===== src/rtl/signed_18x18_pipelined_multiplier.sv =====
// Signed 18x18 -> 36-bit multiplier, three pipeline stages, single computation in flight.
// Split into 9-bit halves so each partial product maps onto a small multiplier.
module signed_18x18_pipelined_multiplier (
  input  logic               clk,
  input  logic               reset,
  input  logic signed [17:0] a,
  input  logic signed [17:0] b,
  input  logic               input_rdy,
  output logic signed [35:0] p,
  output logic               busy
);

  logic signed [17:0] opa;
  logic signed [17:0] opb;
  logic               active;
  logic               valid;
  logic               v1;
  logic               v2;
  logic               v3;
  logic               mismatch;
  logic               launch;

  logic signed [17:0] pp_hh;
  logic signed [18:0] pp_hl;
  logic signed [18:0] pp_lh;
  logic        [17:0] pp_ll;
  logic signed [35:0] sum_r;

  logic signed [8:0]  ah;
  logic signed [8:0]  bh;
  logic signed [9:0]  al_s;
  logic signed [9:0]  bl_s;
  logic signed [17:0] hh_c;
  logic signed [18:0] hl_c;
  logic signed [18:0] lh_c;
  logic        [17:0] ll_c;
  logic signed [35:0] sum_c;

  // Handshake: the client holds input_rdy and may change a/b at any time; busy
  // rises combinationally in that same cycle, and p == a*b whenever busy is low.
  assign mismatch = (a != opa) || (b != opb);
  assign busy     = input_rdy & (active | ~valid | mismatch);
  assign launch   = input_rdy & ~active & (~valid | mismatch);

  // High halves are signed, low halves are unsigned magnitudes.
  assign ah   = opa[17:9];
  assign bh   = opb[17:9];
  assign al_s = $signed({1'b0, opa[8:0]});
  assign bl_s = $signed({1'b0, opb[8:0]});

  assign hh_c = $signed({{9{ah[8]}}, ah}) * $signed({{9{bh[8]}}, bh});
  assign hl_c = $signed({{10{ah[8]}}, ah}) * $signed({{9{bl_s[9]}}, bl_s});
  assign lh_c = $signed({{9{al_s[9]}}, al_s}) * $signed({{10{bh[8]}}, bh});
  assign ll_c = {9'b0, opa[8:0]} * {9'b0, opb[8:0]};

  assign sum_c = $signed({pp_hh, 18'b0})
               + $signed({{8{pp_hl[18]}}, pp_hl, 9'b0})
               + $signed({{8{pp_lh[18]}}, pp_lh, 9'b0})
               + $signed({18'b0, pp_ll});

  always_ff @(posedge clk) begin
    if (reset) begin
      opa    <= '0;
      opb    <= '0;
      active <= 1'b0;
      valid  <= 1'b0;
      v1     <= 1'b0;
      v2     <= 1'b0;
      v3     <= 1'b0;
      pp_hh  <= '0;
      pp_hl  <= '0;
      pp_lh  <= '0;
      pp_ll  <= '0;
      sum_r  <= '0;
      p      <= '0;
    end else begin
      v1 <= launch;
      v2 <= v1;
      v3 <= v2;
      if (launch) begin
        opa    <= a;
        opb    <= b;
        active <= 1'b1;
        valid  <= 1'b0;
      end
      if (v1) begin
        pp_hh <= hh_c;
        pp_hl <= hl_c;
        pp_lh <= lh_c;
        pp_ll <= ll_c;
      end
      if (v2) sum_r <= sum_c;
      // Completion cannot coincide with a launch: launch requires !active.
      if (v3) begin
        p      <= sum_r;
        active <= 1'b0;
        valid  <= 1'b1;
      end
    end
  end

endmodule


===== config.mk =====
export PLATFORM = sky130hd
export DESIGN_NAME = signed_18x18_pipelined_multiplier
export DESIGN_NICKNAME = d
export VERILOG_FILES = /design/src/rtl/signed_18x18_pipelined_multiplier.sv
export SDC_FILE = /design/constraint.sdc
export NUM_CORES = 1
export LEC_CHECK = 0
export ABC_CLOCK_PERIOD_IN_PS = 6000
export BUFFER_PORTS_ARGS = -buffer_cell sky130_fd_sc_hd__buf_2
export CAP_MARGIN = 10
export CELL_PAD_IN_SITES_DETAIL_PLACEMENT = 0
export CELL_PAD_IN_SITES_GLOBAL_PLACEMENT = 1
export CORE_ASPECT_RATIO = 0.7
export CORE_MARGIN = 2
export CORE_UTILIZATION = 45
export CTS_CLUSTER_DIAMETER = 150
export DETAILED_ROUTE_END_ITERATION = 10
export PLACE_DENSITY = 0.86
export SYNTH_ARGS = -nofsm -noshare
export SYNTH_HDL_FRONTEND = slang
export SYNTH_SLANG_ARGS = --single-unit

===== constraint.sdc =====
create_clock -name clk -period 6 [get_ports clk]
set_clock_uncertainty 0.1 [all_clocks]
set_input_delay 0.6 -clock clk [delete_from_list [all_inputs] [get_ports clk]]
set_output_delay 0.6 -clock clk [all_outputs]
set_load 0.05 [all_outputs]

[After elaboration in Yosys (flattened, before gate mapping)]
Index checks and enable logic that the tools add are counted.
Word-level totals
  register bits: 187
  word-level logic and storage cells: 35
Cells by class
  $add $sub $neg: 3
  $mul: 4
  eq/ne operators: 2
  multiplexer cells: 2
  bitwise operators: 8
  reduce and logical (&&, ||, !) cells: 3
Operator list (number)
  $add 36x28->36: 2
  $add 36x19->36: 1
  $mul 9x9->18: 2
  $ne 18x18->1: 2
  $mul 10x9->19: 1
  $mul 9x10->19: 1
  $and 1x1->1: 3
  $or 1x1->1: 3
  $mux 1: 2
  $not 1->1: 2
  $reduce_bool 2->1: 1
  $reduce_or 2->1: 1
  $logic_or 1x1->1: 1

[Longest topological paths before layout]
Gate-level depths: netlist (run 1).
  word-level depth: 6
  depth in mapped cells: 21
  gate-level depth less buffers: 19

[Least setup slack after synthesis (run 1)]
Ideal clock, no wire load.
  path type: register -> register
  start point: reg opb[9]
  end point: reg pp_hh[17]
  arrival time: 5.170 ns
  required time: 5.778 ns
  setup slack: 0.608 ns
  stages on the path, launching flop included: 21
  path buffers: 2
  period minus slack after synthesis: 5.392 ns
  cell sequence: dfxtp_1 -> clkbuf_1 -> clkbuf_1 -> nand2_1 -> fa_1 -> inv_1 -> fa_1 -> ha_1 -> inv_1 -> fa_1 -> inv_1 -> ha_1 -> ha_1 -> fa_1 -> a21o_1 -> a21oi_1 -> o21bai_1 -> a31oi_1 -> o21ai_1 -> or4_1 -> a311o_1
On the way
  longest elaborated chain between the ends: 1
Ends and longest elaborated chain
  start, declared: RTL line 14  | logic signed [17:0] opb;
  start signal, assigned: RTL line 64  | opb <= '0;
  start signal, assigned: RTL line 82  | opb <= b;
  $mul 9x9->18: RTL line 51  | assign hh_c = $signed({{9{ah[8]}}, ah}) * $signed({{9{bh[8]}}, bh});
  end signal, assigned: RTL line 87  | pp_hh <= hh_c;
  end, declared: RTL line 23  | logic signed [17:0] pp_hh;
Every way passes these cells.
A chain may end at the register's enable or synchronous reset.

[Worst setup path in the final report (run 1)]
  start point: reg opa[5]
  end point: reg pp_lh[17]
On the way
  longest elaborated chain between the ends: 1
Ends and longest elaborated chain
  start, declared: RTL line 13  | logic signed [17:0] opa;
  start signal, assigned: RTL line 63  | opa <= '0;
  start signal, assigned: RTL line 81  | opa <= a;
  $mul 10x9->19: RTL line 53  | assign lh_c = $signed({{9{al_s[9]}}, al_s}) * $signed({{10{bh[8]}}, bh});
  end signal, assigned: RTL line 89  | pp_lh <= lh_c;
  end, declared: RTL line 25  | logic signed [18:0] pp_lh;
Every way passes these cells.

==> flow_summary.yaml, run 1 <==
setup_path:
  cp_num_buf_inv: 3
  path_cells: "nand2_1 -> fa_1 -> inv_1 -> fa_1 -> ha_1 -> inv_1 -> fa_1 -> inv_1 -> ha_1 -> ha_1 -> fa_1 -> a21o_1 -> a21oi_1 -> o21bai_1 -> a31oi_1 -> o21ai_1 -> o41ai_1 -> or4b_1 -> o311ai_1"
  reg2reg_depth: 19
  cp_max_fo: 13
  cp-start-kind: "flip-flop"
  r2r-start: "opa[5]"
  startpoint: "opa[5]"
  crit_path_end_kind: "flip-flop"
  critPathKind: "flip-flop to flip-flop"
  path_depth: 19
  crit_end: "pp_lh[17]"
  max_stage_delay_ns: 0.74
  worstPathArrival_ns: 5.83
  slowest_stage: "dfxtp_1"
  r2r-end: "pp_lh[17]"
  cp_top_family: "adder cells"
  r2r_slack_ns: 0.39
  crit_top_cell: "fa_1"
  critPathRequiredTime_ns: 6.21
finish:
  layout_common_cells: "inv_1, fa_1, ha_1, nor2_1, dfxtp_1"
  syn2layout_area_growth_pct: 8.42
  drive_above_1_share_pct: 7.50
  fin_cells: 2793
  diodes: 0
  finish.utilization_pct: 49.2
  mostFrequentLayoutCell: "inv_1"
  fillers: 4048
  nNetsFinal: 2683
  fin_area_um2: 21400
global_routing:
  grt_pass1_wl_mm: 77.9
  grt_overflow: 0
  first_global_vias: 15109
  grt_util_all_layers_pct: 21.3
  antenna_found_initial: 0
  grt_max_degree: 105
routing:
  drt_iter0_markers: 1028
  drtPass1Iterations: 7
  route.detailed.drc: 0
  wl_per_cell_um: 16.7
  totalWireLength_mm: 46.7
  vias: 14590
  viasPerCell: 5.22
  ant_nets: 0
clocking:
  clkSlewWorstSetupHoldPaths_ns: 0.08
  cts-root-buf: "clkbuf_16"
  cts_tree: "done"
  clk_path_buf_depth: 2
  clock_latency_ns: 0.47
  cts.sinks: 187
  numCtsBuffers: 17
  cts_htree_levels: 4
floorplanning:
  die_h_um: 179
  start_util_pct: 45.4
  die_w_um: 255
  core_area_um2: 43600
  die_area_um2: 45700
  rows: 64
  io_pins: 76
synth:
  ys_warn_count: 0
  netlist_area_um2: 19800
  synth-seq-cells: 187
  ys.flop_type: "dfxtp_1"
  synth_area_leaders: "fa_1, dfxtp_1, ha_1, mux2i_1, inv_1"
  synth_area_leader_cell: "fa_1"
  async_reset_ff_share_pct: 0
  synth_top_cell_area_share_pct: 25.0
  yosysSeqAreaShare_pct: 18.9
  syn_avg_cell_area_um2: 9.14
  yosysUniqueCellTypes: 59
  synth_edf_count: 0
  synthesis.nets: 2662
  syn_inst: 2165
place:
  gp_congestion: 0.874
  post-place-ws_ns: 0.357
  placed_cells: 2761
  numPortBuffers: 75
  dpl-instance-area_um2: 20800
  dp_hpwl_mm: 37.1
sta:
  period_minus_slack_ns: 5.61
  hold_viol: 0
  finalSetupTns_ns: 0
  slew_headroom_pct: 25.8
  rsz0062_at_grt: "no"
  final-setup-viol-count: 0
  hold-worst-slack_ns: 0.289
  final_max_slew_viol_count: 0
  max_slew.worst_pin.slew_ns: 1.11
  fin_crit_sh_pct: 93.5
  fmax_mhz: 178
  layout_setup_ws_ns: 0.387
power:
  power_mw: 3.28
  p_per_area_nw_per_um2: 153
  ir_drop_v: 0.000145
  static-leakage-power_nw: 10.7
outcome:
  status: "finished, final reports clean"
run:
  cap_violations: 0
hold_path:
  min_path_type: "input port to flip-flop"
==> cell families after synthesis <==
logic type / count (synthesis) / share of synthesized area, %
and+or+nand+nor: 671 / 16.4
adders and majority gates: 458 / 38.3
buffers and inverters: 407 / 7.75
DFF: 187 / 18.9
AOI/OAI and AO/OA: 184 / 6.16
muxes: 152 / 7.70
xor gates and xnor gates: 106 / 4.69
==> repair_timing <==
item                                    4_1_cts  5_1_grt
hold buffers                                  0        0
buffers inserted                              0        0
endpoints found under the setup margin        0        2
gates resized for setup                       0        2
==> per-layer routing <==
metal,global-route usage (%),up-vias,routed length (um)
met5,0,-,0
met4,4.47,0,634
met3,3.76,54,2490
met2,35.3,351,22600
met1,29.2,7238,20900
li1,-,6947,-
==> Yosys cell counts, types with 8 or more instances <==
cell	n
nand3_1	22
xnor2_1	89
mux2i_1	151
a211oi_1	11
nor2b_1	22
o21bai_1	11
dfxtp_1	187
nor2_1	201
nor3_1	22
ha_1	211
nand2_1	172
buf_1	10
o22ai_1	8
fa_1	247
nand2b_1	27
nand4_1	11
o21ai_0	21
clkbuf_1	105
inv_1	288
and2_1	156
nor3b_1	8
o21ai_1	12
a21oi_1	44
a31oi_1	15
a21o_1	21
xor2_1	17
==> report_power, final <==
part	internal, mW	switching (mW)	leakage (nW)	total (mW)
combinational	0.303	0.428	8.84	0.731
sequential	1.27	0.0707	1.52	1.35
clock	0.578	0.630	0.301	1.21
total	2.16	1.13	10.7	3.28
==> worst min path at each step <==
stage | depth (start not counted) | to | slack [ns] | start
3_3_place_gp | 2 | pp_lh[0] | 0.36 | pp_lh[0]
4_1_cts | 3 | opa[6] | 0.27 | a[6]
6_report | 3 | opa[6] | 0.29 | a[6]
3_5_place_dp | 2 | pp_hl[0] | 0.37 | pp_hl[0]
5_1_grt | 3 | opa[4] | 0.28 | a[4]
2_1_floorplan | 2 | pp_ll[0] | 0.35 | pp_ll[0]
==> flip-flops by register name, indices dropped and copies added (netlist names) <==
| signal | count |
|---|---|
| pp_ll | 18 |
| v1 | 1 |
| sum_r | 36 |
| p | 36 |
| active | 1 |
| valid | 1 |
| opb | 18 |
| v2 | 1 |
| opa | 18 |
| pp_hh | 18 |
| v3 | 1 |
| pp_lh | 19 |
| pp_hl | 19 |
==> area by class of cell <==
| cell class | count | area, um2 | area share (%) |
|---|---|---|---|
| clock inverters | 15 | 208 | 0.968 |
| multi-input cells | 1571 | 14500 | 67.7 |
| well taps | 594 | 743 | 3.47 |
| repair buffers | 121 | 727 | 3.39 |
| clock buffers | 17 | 425 | 1.98 |
| inverters | 288 | 1080 | 5.04 |
| flip-flops and latches | 187 | 3750 | 17.5 |
==> worst reg2reg max path: stages (launching register included) <==
cell and delay (ns):
dfxtp_1 0.74, nand2_1 0.16, fa_1 0.50, inv_1 0.06
fa_1 0.45, ha_1 0.29, inv_1 0.05, fa_1 0.52
inv_1 0.04, ha_1 0.28, ha_1 0.24, fa_1 0.41
a21o_1 0.19, a21oi_1 0.23, o21bai_1 0.12, a31oi_1 0.27
o21ai_1 0.15, o41ai_1 0.38, or4b_1 0.18, o311ai_1 0.09
Note: power is estimated with default switching activity, not from simulation.
==> run 2: changes to the inputs <==
--- a/config.mk
+++ b/config.mk
@@ -10,7 +10,7 @@
 export CAP_MARGIN = 10
 export CELL_PAD_IN_SITES_DETAIL_PLACEMENT = 0
 export CELL_PAD_IN_SITES_GLOBAL_PLACEMENT = 1
-export CORE_ASPECT_RATIO = 0.7
+export CORE_ASPECT_RATIO = 1.75
 export CORE_MARGIN = 2
 export CORE_UTILIZATION = 45
 export CTS_CLUSTER_DIAMETER = 150
==> run 2 against run 1 <==
Effect of this change:
- via count shrank 1.8%
- largest cell class unchanged
- critical path type unchanged
- worst setup slack lost 0.010 ns
- combinational power grew 0.7%
- power shrank 0.59%
- sequential share of layout area is essentially flat
- final cell count shrank 0.90%
- critical path depth shrank 4
- flip-flop and latch count is the same
- utilization grew 0.18 points
- die area is essentially flat
- fmax shrank 0.18%
- first-iteration DRC count shrank 41%
==> flow_summary.yaml, run 2 (synthesized netlist as in run 1, its figures left out) <==
outcome:
  status: "finished, final reports clean"
routing:
  top_layer_used: "met4"
  wirelength_met1_mm: 19.6
  ant_nets: 0
  totalWireLength_mm: 46.5
  route.detailed.drc: 0
  vias: 14334
  wl_per_cell_um: 16.8
  drt_iter0_markers: 611
  viasPerCell: 5.18
  drtPass1Iterations: 5
  met2_length_mm: 23.8
  wl_met3_mm: 1.50
global_routing:
  grt_pass1_wl_mm: 76.4
  grt_util_all_layers_pct: 21.1
  antenna_found_initial: 0
  first_global_vias: 15009
  grt_overflow: 0
  grt_max_degree: 114
setup_path:
  r2r_slack_ns: 0.38
  critPathRequiredTime_ns: 6.22
  r2r-start: "opa[16]"
  slowest_stage: "dfxtp_1"
  reg2reg_depth: 15
  cp-start-kind: "flip-flop"
  cp_num_buf_inv: 1
  path_cells: "nand2_1 -> fa_1 -> fa_1 -> inv_1 -> fa_1 -> fa_1 -> fa_1 -> ha_1 -> a21oi_1 -> o21bai_1 -> a31oi_1 -> o21ai_1 -> o41ai_1 -> mux2i_1 -> o21ai_1"
  cp_top_family: "adder cells"
  r2r-end: "pp_hl[17]"
  critPathKind: "flip-flop to flip-flop"
  max_stage_delay_ns: 0.82
  cp_max_fo: 20
  worstPathArrival_ns: 5.84
  crit_top_cell: "fa_1"
  crit_path_end_kind: "flip-flop"
finish:
  syn2layout_area_growth_pct: 8.28
  nNetsFinal: 2686
  top_regs: "p (36), sum_r (36)"
  fillers: 4060
  drive_above_1_share_pct: 7.54
  mostFrequentLayoutCell: "inv_1"
  diodes: 0
  regArea_um2: 3750
  multi_input_area_um2: 14500
  layout_common_cells: "inv_1, fa_1, ha_1, nor2_1, dfxtp_1"
clocking:
  clock_latency_ns: 0.46
  clk_path_buf_depth: 2
  numCtsBuffers: 17
  cts_tree: "done"
  cts.sinks: 187
  cts-root-buf: "clkbuf_16"
  ctsHoldBuffers: 0
  cts_htree_levels: 4
  cts_resized: 0
  clkSlewWorstSetupHoldPaths_ns: 0.09
  cts_setup_buffers: 0
hold_path:
  hold_depth: 3
  min_from: "a[11]"
  min_to: "opa[11]"
  min_path_type: "input port to flip-flop"
power:
  p_int_mw: 2.15
  p_seq_share_pct: 40.9
  p_switching_mw: 1.12
  power_mw: 3.27
  comb_power_share_pct: 22.5
  p_sw_share_pct: 34.2
  ir_drop_v: 0.000146
  p_clk_share_pct: 36.5
  p_per_area_nw_per_um2: 152
  static-leakage-power_nw: 10.7
place:
  numPortBuffers: 75
  dp_hpwl_mm: 37.5
  post-place-ws_ns: 0.379
  gp_congestion: 0.915
sta:
  layout_setup_ws_ns: 0.377
  finalSetupTns_ns: 0
  max_slew.worst_pin.slew_ns: 0.942
  rsz0062_at_grt: "no"
  final_max_slew_viol_count: 0
  final-setup-viol-count: 0
  fin_crit_sh_pct: 93.7
  fmax_mhz: 178
  period_minus_slack_ns: 5.62
  slew_headroom_pct: 37.2
  hold_viol: 0
floorplanning:
  die_area_um2: 45700
  die_h_um: 281
  core_area_um2: 43300
  start_util_pct: 45.6
  rows: 101
  io_pins: 76
  die_w_um: 162
run:
  cap_violations: 0
## run 2: cell count changes in the layout (fill, tap and decap cells not counted)
cell,change
clkinv_4,+2
inv_12,-1
dfxtp_2,-2
buf_4,+3
inv_6,+1
inv_4,-1
dfxtp_1,+2
clkinv_8,-1
## run 2: how the worst max path moves through the flow
stage,startpoint,to,cells after the start
after floorplan,opb[9],pp_hh[17],20
after global placement,opa[16],pp_hh[17],17
after detailed placement,opa[16],pp_hl[17],15
after CTS,opa[16],pp_hl[17],15
after global routing,opa[16],pp_hl[17],15
final,opa[16],pp_hl[17],15
## run 2: worst reg2reg max path: stages, from the launching register on
cell and delay, ns:
dfxtp_1 0.82, nand2_1 0.18, fa_1 0.52, fa_1 0.55, inv_1 0.05, fa_1 0.50, fa_1 0.57, fa_1 0.42
ha_1 0.34, a21oi_1 0.22, o21bai_1 0.12, a31oi_1 0.27, o21ai_1 0.14, o41ai_1 0.37, mux2i_1 0.23, o21ai_1 0.07
## run 2: final cells by class
| class | count | share of cell area, % |
|---|---|---|
| flip-flops and latches | 187 | 17.5 |
| well taps | 566 | 3.31 |
| inverters | 288 | 5.05 |
| multi-input cells | 1571 | 67.7 |
| clock buffers | 17 | 1.99 |
| clock inverters | 15 | 0.911 |
| repair buffers | 124 | 3.50 |
## run 2: power groups by stage
stage / clock network (mW) / registers, mW / logic [mW]
after CTS: 1.22 / 1.34 / 0.743
final: 1.19 / 1.34 / 0.736
after floorplan: 0 / 1.33 / 0.553
after global placement: 0 / 1.36 / 0.720
after global routing: 1.27 / 1.34 / 0.830
after detailed placement: 0 / 1.37 / 0.736
## run 2: metal layers
metal / track usage [%] / up-vias
met4: 9.24 / 0
li1: - / 6947
met2: 37.8 / 277
met1: 25.5 / 7026
met5: 0 / -
met3: 2.47 / 84
## run 2: metrics by stage
step	hold WS (ns)	std cells	utilization, %	cell area (um2)
6_report	0.295	2768	49.4	21400
4_1_cts	0.271	2768	49.4	21400
2_1_floorplan	0.346	2165	-	19800
5_1_grt	0.286	2768	49.4	21400
3_5_place_dp	0.361	2736	48.0	20800
3_3_place_gp	0.357	2736	48.0	20800
==> run 3: changes to the inputs <==
--- a/config.mk
+++ b/config.mk
@@ -8,14 +8,12 @@
 export ABC_CLOCK_PERIOD_IN_PS = 6000
 export BUFFER_PORTS_ARGS = -buffer_cell sky130_fd_sc_hd__buf_2
 export CAP_MARGIN = 10
-export CELL_PAD_IN_SITES_DETAIL_PLACEMENT = 0
-export CELL_PAD_IN_SITES_GLOBAL_PLACEMENT = 1
 export CORE_ASPECT_RATIO = 1.75
 export CORE_MARGIN = 2
-export CORE_UTILIZATION = 45
+export CORE_UTILIZATION = 65
 export CTS_CLUSTER_DIAMETER = 150
 export DETAILED_ROUTE_END_ITERATION = 10
-export PLACE_DENSITY = 0.86
+export PLACE_DENSITY = 0.94
 export SYNTH_ARGS = -nofsm -noshare
 export SYNTH_HDL_FRONTEND = slang
 export SYNTH_SLANG_ARGS = --single-unit
==> run 3 against run 2 <==
Effect of this change:
- flip-flop and latch count stayed put
- worst hold slack better by 0.0019 ns
- worst setup slack better by 0.019 ns
- final cell count decreased by 6.5%
- clock-buffer cell count increased by 2
- register-to-register slack improved by 0.02 ns
- first-iteration DRC count up 29%
- die area down 30%
- critical path depth up 3
- via count increased by 4.7%
- power is 0.37% higher
- global-route usage grew 10 points
==> flow_summary.yaml, run 3 (synthesized netlist as in run 1, its figures left out) <==
outcome:
  status: "finished, final reports clean"
sta:
  final-setup-viol-count: 0
  hold_viol: 0
  rsz0062_at_grt: "no"
  final_max_slew_viol_count: 0
  slew_headroom_pct: 48.9
  fin_crit_sh_pct: 93.4
  max_slew.worst_pin.slew_ns: 0.765
  finalSetupTns_ns: 0
  hold-worst-slack_ns: 0.297
  period_minus_slack_ns: 5.60
  fmax_mhz: 178
global_routing:
  grt_max_degree: 98
  antenna_found_initial: 0
  grt_util_all_layers_pct: 31.4
  first_global_vias: 16069
  grt_overflow: 0
  grt_pass1_wl_mm: 78.7
floorplanning:
  io_pins: 76
  die_h_um: 235
  core_area_um2: 30100
  die_w_um: 136
  rows: 84
  start_util_pct: 65.8
  die_area_um2: 31900
setup_path:
  r2r_slack_ns: 0.40
  worstPathArrival_ns: 5.85
  crit_end: "pp_hh[17]"
  crit_path_end_kind: "flip-flop"
  cp_max_fo: 15
  r2r-end: "pp_hh[17]"
  cp-start-kind: "flip-flop"
  r2r-start: "opa[12]"
  startpoint: "opa[12]"
  critPathRequiredTime_ns: 6.25
  critPathKind: "flip-flop to flip-flop"
  reg2reg_depth: 18
place:
  dp_hpwl_mm: 38.6
  placed_cells: 2555
  dpl-instance-area_um2: 20600
  gp_congestion: 0.940
  numPortBuffers: 75
routing:
  drtPass1Iterations: 9
  wirelength_met1_mm: 17.9
  route.detailed.drc: 0
  viasPerCell: 5.80
  ant_nets: 0
  drt_iter0_markers: 787
  top_layer_used: "met4"
  wl_met3_mm: 2.26
  met2_length_mm: 24.5
  totalWireLength_mm: 48.0
  vias: 15007
  wl_per_cell_um: 18.5
clocking:
  cts_tree: "done"
  numCtsBuffers: 17
  clock_latency_ns: 0.47
  cts_htree_levels: 4
  clk_path_buf_depth: 2
  ctsHoldBuffers: 0
  cts.sinks: 187
  clkSlewWorstSetupHoldPaths_ns: 0.07
  cts-root-buf: "clkbuf_16"
finish:
  fin_cells: 2587
  fin_area_um2: 21200
  multi_input_area_um2: 14500
  drive_above_1_share_pct: 7.50
  top_regs: "p (36), sum_r (36)"
  nNetsFinal: 2684
  diodes: 0
  layout_common_cells: "inv_1, fa_1, ha_1, nor2_1, dfxtp_1"
  mostFrequentLayoutCell: "inv_1"
  fillers: 2217
  syn2layout_area_growth_pct: 6.96
  regArea_um2: 3750
  finish.utilization_pct: 70.4
power:
  ir_drop_v: 0.000237
  p_per_area_nw_per_um2: 155
  static-leakage-power_nw: 10.7
hold_path:
  min_path_type: "input port to flip-flop"
run:
  cap_violations: 0
run 3: final cells by class:
| class | instances | area share, % |
|---|---|---|
| repair buffers | 122 | 3.47 |
| inverters | 288 | 5.11 |
| clock inverters | 13 | 0.727 |
| multi-input cells | 1571 | 68.6 |
| flip-flops and latches | 187 | 17.7 |
| clock buffers | 19 | 2.09 |
| well taps | 387 | 2.29 |
run 3: per-stage QoR:
stage	setup WS [ns]	power, mW
2_1_floorplan	0.608	1.88
3_3_place_gp	0.629	2.07
3_5_place_dp	0.477	2.11
4_1_cts	0.456	3.27
5_1_grt	0.0244	3.42
6_report	0.396	3.28
run 3: worst min path at each step:
stage                   start        end  slack (ns)  depth (start not counted)
global placement    sum_r[26]  sum_r[26]        0.36                          2
detailed placement  sum_r[26]  sum_r[26]        0.36                          2
global route             a[6]     opa[6]        0.32                          3
CTS                      a[2]     opa[2]        0.29                          3
finish                   a[6]     opa[6]        0.30                          3
floorplan            pp_ll[0]   pp_ll[0]        0.35                          2
run 3: repair_timing:
action / in CTS / in global routing
setup endpoints to repair: 0 / 1
setup buffers: 0 / 0
gates resized for setup: 0 / 2
endpoints found under the hold margin: 0 / 0
run 3: power by group:
| group | total [mW] | switching (mW) | internal (mW) |
|---|---|---|---|
| Clock | 1.18 | 0.545 | 0.635 |
| Sequential | 1.35 | 0.0769 | 1.28 |
| Combinational | 0.744 | 0.438 | 0.306 |
run 3: layer usage:
metal  GRT usage, %  up-vias
met5              0        -
met4           19.1        0
met3           4.19      209
met2           55.2      525
met1           35.5     7320
li1               -     6953
run 3: worst max-delay path, stage by stage (launching register included):
cell and delay [ns]:
dfxtp_1 0.69, nand2_1 0.16, fa_1 0.51, inv_1 0.05
fa_1 0.49, ha_1 0.31, inv_1 0.06, fa_1 0.47
inv_1 0.06, ha_1 0.27, ha_1 0.22, fa_1 0.46
a21o_1 0.19, a21oi_1 0.20, o21bai_1 0.11, a31oi_1 0.27
o21ai_1 0.13, or4_1 0.43, a311o_1 0.28
